==> src/rtl/dmi_arbiter_pkg.sv <==
// Shared DMI types and arbiter constants.
// Requests carry a 7-bit address, a DTM opcode and 32 bits of data.
package dm;

    typedef enum logic [1:0] {
        DTM_NOP   = 2'h0,
        DTM_READ  = 2'h1,
        DTM_WRITE = 2'h2
    } dtm_op_e;

    typedef struct packed {
        logic [6:0]  addr;
        dtm_op_e     op;
        logic [31:0] data;
    } dmi_req_t;

    typedef struct packed {
        logic [31:0] data;
        logic [1:0]  resp;
    } dmi_resp_t;

    localparam logic [1:0] DTM_SUCCESS = 2'h0;
    localparam logic [1:0] DTM_BUSY    = 2'h3;

    typedef enum logic [2:0] {
        IDLE  = 3'd0,
        ISSUE = 3'd1,
        WAIT  = 3'd2,
        RESP  = 3'd3,
        DRAIN = 3'd4
    } dmi_arb_state_e;

endpackage

==> src/rtl/dmi_arbiter_rr_grant.sv <==
// Round-robin grant: first valid index at or above ptr_i, wrapping to 0.
// Purely combinational; the caller owns the pointer register.
module rr_grant #(
    parameter int unsigned NumReq = 2,
    parameter int unsigned IdxW   = (NumReq > 1) ? $clog2(NumReq) : 1
) (
    input  logic [NumReq-1:0] valid_i,
    input  logic [IdxW-1:0]   ptr_i,
    output logic [NumReq-1:0] gnt_o,
    output logic [IdxW-1:0]   idx_o,
    output logic              any_o
);

    logic [NumReq-1:0] upper;
    logic [NumReq-1:0] pick;
    logic              found;

    for (genvar gi = 0; gi < NumReq; gi++) begin : g_upper
        assign upper[gi] = valid_i[gi] && (IdxW'(gi) >= ptr_i);
    end

    // Prefer requesters above the pointer; otherwise wrap to the lowest.
    assign pick  = (|upper) ? upper : valid_i;
    assign any_o = |valid_i;

    always_comb begin
        gnt_o = '0;
        idx_o = '0;
        found = 1'b0;
        for (int k = 0; k < NumReq; k++) begin
            if (!found && pick[k]) begin
                found    = 1'b1;
                gnt_o[k] = 1'b1;
                idx_o    = IdxW'(k);
            end
        end
    end

endmodule

==> src/rtl/dmi_arbiter.sv <==
// Multiplexes several DMI requesters onto one Debug Module port,
// one transaction in flight, with requester abort and optional response timeout.
module dmi_arbiter
    import dm::*;
#(
    parameter int unsigned NumReq     = 2,
    parameter int unsigned ObsTimeout = 0
) (
    input  logic                  clk_i,
    input  logic                  rst_ni,
    input  dmi_req_t [NumReq-1:0] req_i,
    input  logic [NumReq-1:0]     req_valid_i,
    output logic [NumReq-1:0]     req_ready_o,
    input  logic [NumReq-1:0]     clear_i,
    output dmi_resp_t             resp_o,
    output logic [NumReq-1:0]     resp_valid_o,
    input  logic [NumReq-1:0]     resp_ready_i,
    output dmi_req_t              dm_req_o,
    output logic                  dm_req_valid_o,
    input  logic                  dm_req_ready_i,
    input  dmi_resp_t             dm_resp_i,
    input  logic                  dm_resp_valid_i,
    output logic                  dm_resp_ready_o,
    output logic                  busy_o
);

    localparam int unsigned IdxW = (NumReq > 1) ? $clog2(NumReq) : 1;
    localparam int unsigned CntW = (ObsTimeout > 0) ? $clog2(ObsTimeout + 1) : 1;

    dmi_arb_state_e  state_q, state_d;
    logic [IdxW-1:0] rr_q, rr_d;
    logic [IdxW-1:0] owner_q, owner_d;
    dmi_req_t        dm_req_q, dm_req_d;
    dmi_resp_t       resp_q, resp_d;
    logic [CntW-1:0] cnt_q, cnt_d;
    logic            timed_out_q, timed_out_d;
    logic            dm_req_valid_q;
    logic            dm_resp_ready_q;

    logic [NumReq-1:0] gnt_oh;
    logic [IdxW-1:0]   gnt_idx;
    logic              gnt_any;
    logic              owner_clear;
    logic              owner_resp_ready;
    logic              timeout_hit;

    // A requester raising clear is never granted in that cycle.
    rr_grant #(
        .NumReq (NumReq),
        .IdxW   (IdxW)
    ) u_rr_grant (
        .valid_i (req_valid_i & ~clear_i),
        .ptr_i   (rr_q),
        .gnt_o   (gnt_oh),
        .idx_o   (gnt_idx),
        .any_o   (gnt_any)
    );

    assign owner_clear      = clear_i[owner_q];
    assign owner_resp_ready = resp_ready_i[owner_q];

    if (ObsTimeout > 0) begin : g_timeout
        assign timeout_hit = (cnt_q == CntW'(ObsTimeout - 1));
    end else begin : g_no_timeout
        assign timeout_hit = 1'b0;
    end

    always_ff @(posedge clk_i) begin
        if (!rst_ni) begin
            state_q         <= IDLE;
            rr_q            <= '0;
            owner_q         <= '0;
            dm_req_q        <= '0;
            resp_q          <= '0;
            cnt_q           <= '0;
            timed_out_q     <= 1'b0;
            dm_req_valid_q  <= 1'b0;
            dm_resp_ready_q <= 1'b0;
        end else begin
            state_q         <= state_d;
            rr_q            <= rr_d;
            owner_q         <= owner_d;
            dm_req_q        <= dm_req_d;
            resp_q          <= resp_d;
            cnt_q           <= cnt_d;
            timed_out_q     <= timed_out_d;
            dm_req_valid_q  <= (state_d == ISSUE);
            dm_resp_ready_q <= (state_d == WAIT) || (state_d == DRAIN);
        end
    end

    always_comb begin
        state_d     = state_q;
        rr_d        = rr_q;
        owner_d     = owner_q;
        dm_req_d    = dm_req_q;
        resp_d      = resp_q;
        cnt_d       = cnt_q;
        timed_out_d = timed_out_q;

        unique case (state_q)
            IDLE: begin
                if (gnt_any) begin
                    state_d     = ISSUE;
                    dm_req_d    = req_i[gnt_idx];
                    owner_d     = gnt_idx;
                    rr_d        = (gnt_idx == IdxW'(NumReq - 1)) ? '0 : gnt_idx + 1'b1;
                    timed_out_d = 1'b0;
                end
            end
            ISSUE: begin
                if (owner_clear) begin
                    state_d = dm_req_ready_i ? DRAIN : IDLE;
                end else if (dm_req_ready_i) begin
                    state_d = WAIT;
                end
            end
            WAIT: begin
                if (owner_clear) begin
                    // A response arriving with the clear is consumed right here.
                    state_d = dm_resp_valid_i ? IDLE : DRAIN;
                end else if (dm_resp_valid_i) begin
                    state_d = RESP;
                    resp_d  = dm_resp_i;
                end else if (timeout_hit) begin
                    state_d     = RESP;
                    resp_d      = '{data: 32'h0, resp: DTM_BUSY};
                    timed_out_d = 1'b1;
                end
            end
            RESP: begin
                // After a timeout the DM still owes a response; swallow it.
                if (owner_clear || owner_resp_ready) begin
                    state_d = timed_out_q ? DRAIN : IDLE;
                end
            end
            DRAIN: begin
                if (dm_resp_valid_i) begin
                    state_d = IDLE;
                end
            end
            default: state_d = IDLE;
        endcase

        if (ObsTimeout > 0) begin
            if (state_d == WAIT && state_q != WAIT) begin
                cnt_d = '0;
            end else if (state_q == WAIT && cnt_q != CntW'(ObsTimeout)) begin
                cnt_d = cnt_q + 1'b1;
            end
        end
    end

    always_comb begin
        req_ready_o  = '0;
        resp_valid_o = '0;
        if (rst_ni && state_q == IDLE) begin
            req_ready_o = gnt_oh;
        end
        if (rst_ni && state_q == RESP) begin
            resp_valid_o[owner_q] = 1'b1;
        end
    end

    assign busy_o          = rst_ni && (state_q != IDLE);
    assign dm_req_valid_o  = dm_req_valid_q;
    assign dm_resp_ready_o = dm_resp_ready_q;
    assign dm_req_o        = dm_req_q;
    assign resp_o          = resp_q;

endmodule
==> config.mk <==
export PLATFORM = sky130hd
export DESIGN_NAME = dmi_arbiter
export DESIGN_NICKNAME = d
export VERILOG_FILES = /design/src/rtl/dmi_arbiter_pkg.sv /design/src/rtl/dmi_arbiter_rr_grant.sv /design/src/rtl/dmi_arbiter.sv
export SDC_FILE = /design/constraint.sdc
export NUM_CORES = 1
export LEC_CHECK = 0
export CORE_MARGIN = 2
export CORE_UTILIZATION = 39
export DETAILED_ROUTE_END_ITERATION = 8
export PLACE_DENSITY = 0.82
export SLEW_MARGIN = 30
export SYNTH_ARGS = -nofsm -noshare
export SYNTH_HDL_FRONTEND = slang
export SYNTH_SLANG_ARGS = --single-unit
==> constraint.sdc <==
create_clock -name clk_i -period 2.1 [get_ports clk_i]
set_input_delay 0.42 -clock clk_i [delete_from_list [all_inputs] [get_ports clk_i]]
set_output_delay 0.42 -clock clk_i [all_outputs]
set_load 0.02 [all_outputs]
==> results.json <==
{
  "status": "completed",
  "netlist_instances": 383,
  "path_max_fanout": 11,
  "nNetsFinal": 709,
  "totalWireLength_microns": 10100,
  "antenna_found_initial": 0,
  "fmax_mhz": 501,
  "numCtsBuffers": 9,
  "grt_overflow": 0,
  "die_w_microns": 101,
  "fin_crit_sh": 0.951,
  "hpwlAfterDp_microns": 7550,
  "post-place-ws_ns": -0.295,
  "final_core_util": 0.659,
  "start_util": 0.400,
  "num_rows": 35,
  "ctsResizeCount": 8,
  "fillers": 761,
  "setup_slack_ns": 0.104,
  "regArea_sq_mm": 0.00164,
  "cts-root-buf": "clkbuf_8",
  "stdcell_count": 699,
  "die_h_microns": 101,
  "routed_via_density": 4.96,
  "cp_data_arrival_time_ns": 1.58,
  "ys_ff_latch": 82,
  "area_growth_pct": 64.8,
  "post_cts_buffers": 0,
  "drive_gt1_frac": 0.175,
  "crit_path_start": "state_q[1]$_SDFF_PN0_",
  "tns_ns": 0,
  "io_pins": 208,
  "yosysWarnings": 0,
  "hp-class": "flip-flop to flip-flop",
  "p_total_mw": 3.89,
  "tightest_slew_ns": 0.654,
  "power_leakage_nw": 2.16,
  "drt_iter0_drc": 67,
  "yosysSeqAreaShare": 0.446,
  "cts_hold_buf": 0,
  "required_ns": 1.68,
  "peakVddDrop_v": 0.000403,
  "fp.dieArea_sq_mm": 0.0102,
  "drc_errors": 0,
  "maxCapViolations": 0,
  "clock_latency_ns": 0.35,
  "hold_slack_ns": 0.463,
  "worst-r2r-setup-slack_ns": 0.55,
  "skew_ns": 0.0141,
  "fin_area_sq_mm": 0.00606,
  "final.min_clock_period_ns": 2.00,
  "place_area_sq_mm": 0.00584,
  "io_buffers": 207,
  "clock-sinks": 82,
  "crit_type": "flip-flop to output port",
  "multiInputGateArea_sq_mm": 0.00183,
  "cts_tree": "done",
  "setup_violations": 0,
  "clk_pin_slew_ns": 0.09,
  "syn_area_sq_mm": 0.00368,
  "wl_per_cell_microns": 14.5,
  "htree_num_levels": 3,
  "coreArea_sq_mm": 0.00920,
  "grt_pass1_wl_microns": 16000,
  "reg2reg_depth": 5,
  "diodes": 0,
  "finalHoldViolCount": 0,
  "syn_avg_cell_area_sq_um": 9.60,
  "setup.worst_path.end": "busy_o",
  "timing.rr.start": "owner_q$_SDFFE_PN0P_",
  "dp_cells": 683,
  "synth_cell_type_count": 39,
  "grt_util_all_layers": 0.196,
  "p_per_area_mw_per_mm2": 642,
  "finalMaxSlewViolations": 0,
  "critPathCaptureType": "output port",
  "r2r_end": "dm_req_valid_o$_SDFF_PN0_",
  "syn_nets": 509,
  "grt_max_degree": 82,
  "ant_nets": 0,
  "grt_pass1_vias": 3519,
  "rsz0062_at_grt": "no",
  "dr.pass1.iters": 4,
  "dr_total_vias": 3464,
  "cts.path.max_buffers": 2,
  "startpoint_type": "flip-flop",
  "slew_headroom": 0.564,
  "gp_congestion": 0.792
}
==> how the worst min path moves through the flow <==
stage                       startpoint                      end  slack (ns)  cells after the start
6_report        resp_o[6]$_SDFFE_PN0P_   resp_o[6]$_SDFFE_PN0P_        0.46                      2
5_1_grt        resp_o[12]$_SDFFE_PN0P_  resp_o[12]$_SDFFE_PN0P_        0.48                      2
4_1_cts         resp_o[6]$_SDFFE_PN0P_   resp_o[6]$_SDFFE_PN0P_        0.47                      2
3_5_place_dp    resp_o[6]$_SDFFE_PN0P_   resp_o[6]$_SDFFE_PN0P_        0.45                      2
3_3_place_gp    resp_o[5]$_SDFFE_PN0P_   resp_o[5]$_SDFFE_PN0P_        0.44                      2
2_1_floorplan        rr_q$_SDFFE_PN0P_        rr_q$_SDFFE_PN0P_        0.49                      1
==> cell usage in the layout, fill, tap and decap left out, drive strengths merged, types with 4 or more instances in the layout <==
master / instances
clkdlybuf4s50: 202
dfxtp: 82
nand2: 72
mux2i: 43
o21ai: 42
a21oi: 41
a21boi: 36
buf: 16
clkbuf: 10
nor2b: 4
nor2: 4
inv: 4
==> state kept, by name, indices dropped and copies added, names as in the netlist <==
name and flops:
dm_req_valid_o 1, rr_q 1, owner_q 1, resp_o 34, state_q 3, dm_req_o 41, dm_resp_ready_o 1
==> critical path, stage by stage (launching register included) <==
cell	delay (ns)
dfxtp_2	0.43
nor3_2	0.08
nor2b_1	0.11
clkdlybuf4s50_1	0.62
==> Yosys cell counts <==
master / number / area, sq um
dfxtp_1: 82 / 1640
mux2i_1: 42 / 420
nand2_1: 42 / 158
o21ai_0: 42 / 210
a21oi_1: 41 / 205
a21boi_2: 31 / 349
nand2_2: 30 / 188
clkbuf_1: 12 / 45.0
buf_2: 11 / 55.1
buf_4: 5 / 37.5
a21boi_1: 4 / 30.0
nor2_1: 4 / 15.0
nor2b_1: 4 / 25.0
buf_12: 3 / 60.1
and3_1: 2 / 12.5
inv_1: 2 / 7.51
nand2b_1: 2 / 12.5
nor3_1: 2 / 10.0
o21a_1: 2 / 15.0
a211oi_1: 1 / 7.51
a211oi_2: 1 / 12.5
a21boi_0: 1 / 7.51
a21o_1: 1 / 7.51
a311o_1: 1 / 10.0
a31o_1: 1 / 8.76
and2_1: 1 / 6.26
and3b_1: 1 / 8.76
buf_6: 1 / 11.3
mux2i_2: 1 / 13.8
nand3_1: 1 / 5.00
nand3_2: 1 / 10.0
nand3b_1: 1 / 7.51
nor3b_1: 1 / 7.51
nor3b_2: 1 / 12.5
nor4_1: 1 / 6.26
o2111a_1: 1 / 11.3
o211a_1: 1 / 10.0
or2b_1: 1 / 7.51
or3b_1: 1 / 8.76
==> area by class of cell <==
| cell class | count | share of cell area |
|---|---|---|
| inverter | 2 | 0.00124 |
| clock buffer | 9 | 0.0204 |
| timing repair buffer | 221 | 0.365 |
| clock inverter | 7 | 0.0167 |
| sequential | 82 | 0.271 |
| tap | 111 | 0.0229 |
| multi-input combinational | 267 | 0.303 |
==> per-layer routing <==
metal	share of wire	GRT usage	vias up
met5	0	0	-
met4	0.021	0.0780	0
met3	0.083	0.0610	19
met2	0.50	0.348	151
met1	0.39	0.219	1571
li1	-	-	1723
==> logic make-up after synthesis <==
kind of cell / after synthesis / share of synthesized area
flops: 82 / 0.446
compound gates: 128 / 0.241
mux: 43 / 0.118
buf+inv: 34 / 0.0589
simple gates: 96 / 0.136
==> power by group <==
part	switching, mW	internal [mW]	leakage, nW	total, mW
registers	0.0526	1.65	0.672	1.71
logic	0.382	0.504	1.38	0.886
clock network	0.616	0.682	0.112	1.30
total	1.05	2.84	2.16	3.89
Power figures use the tool's default switching activity.
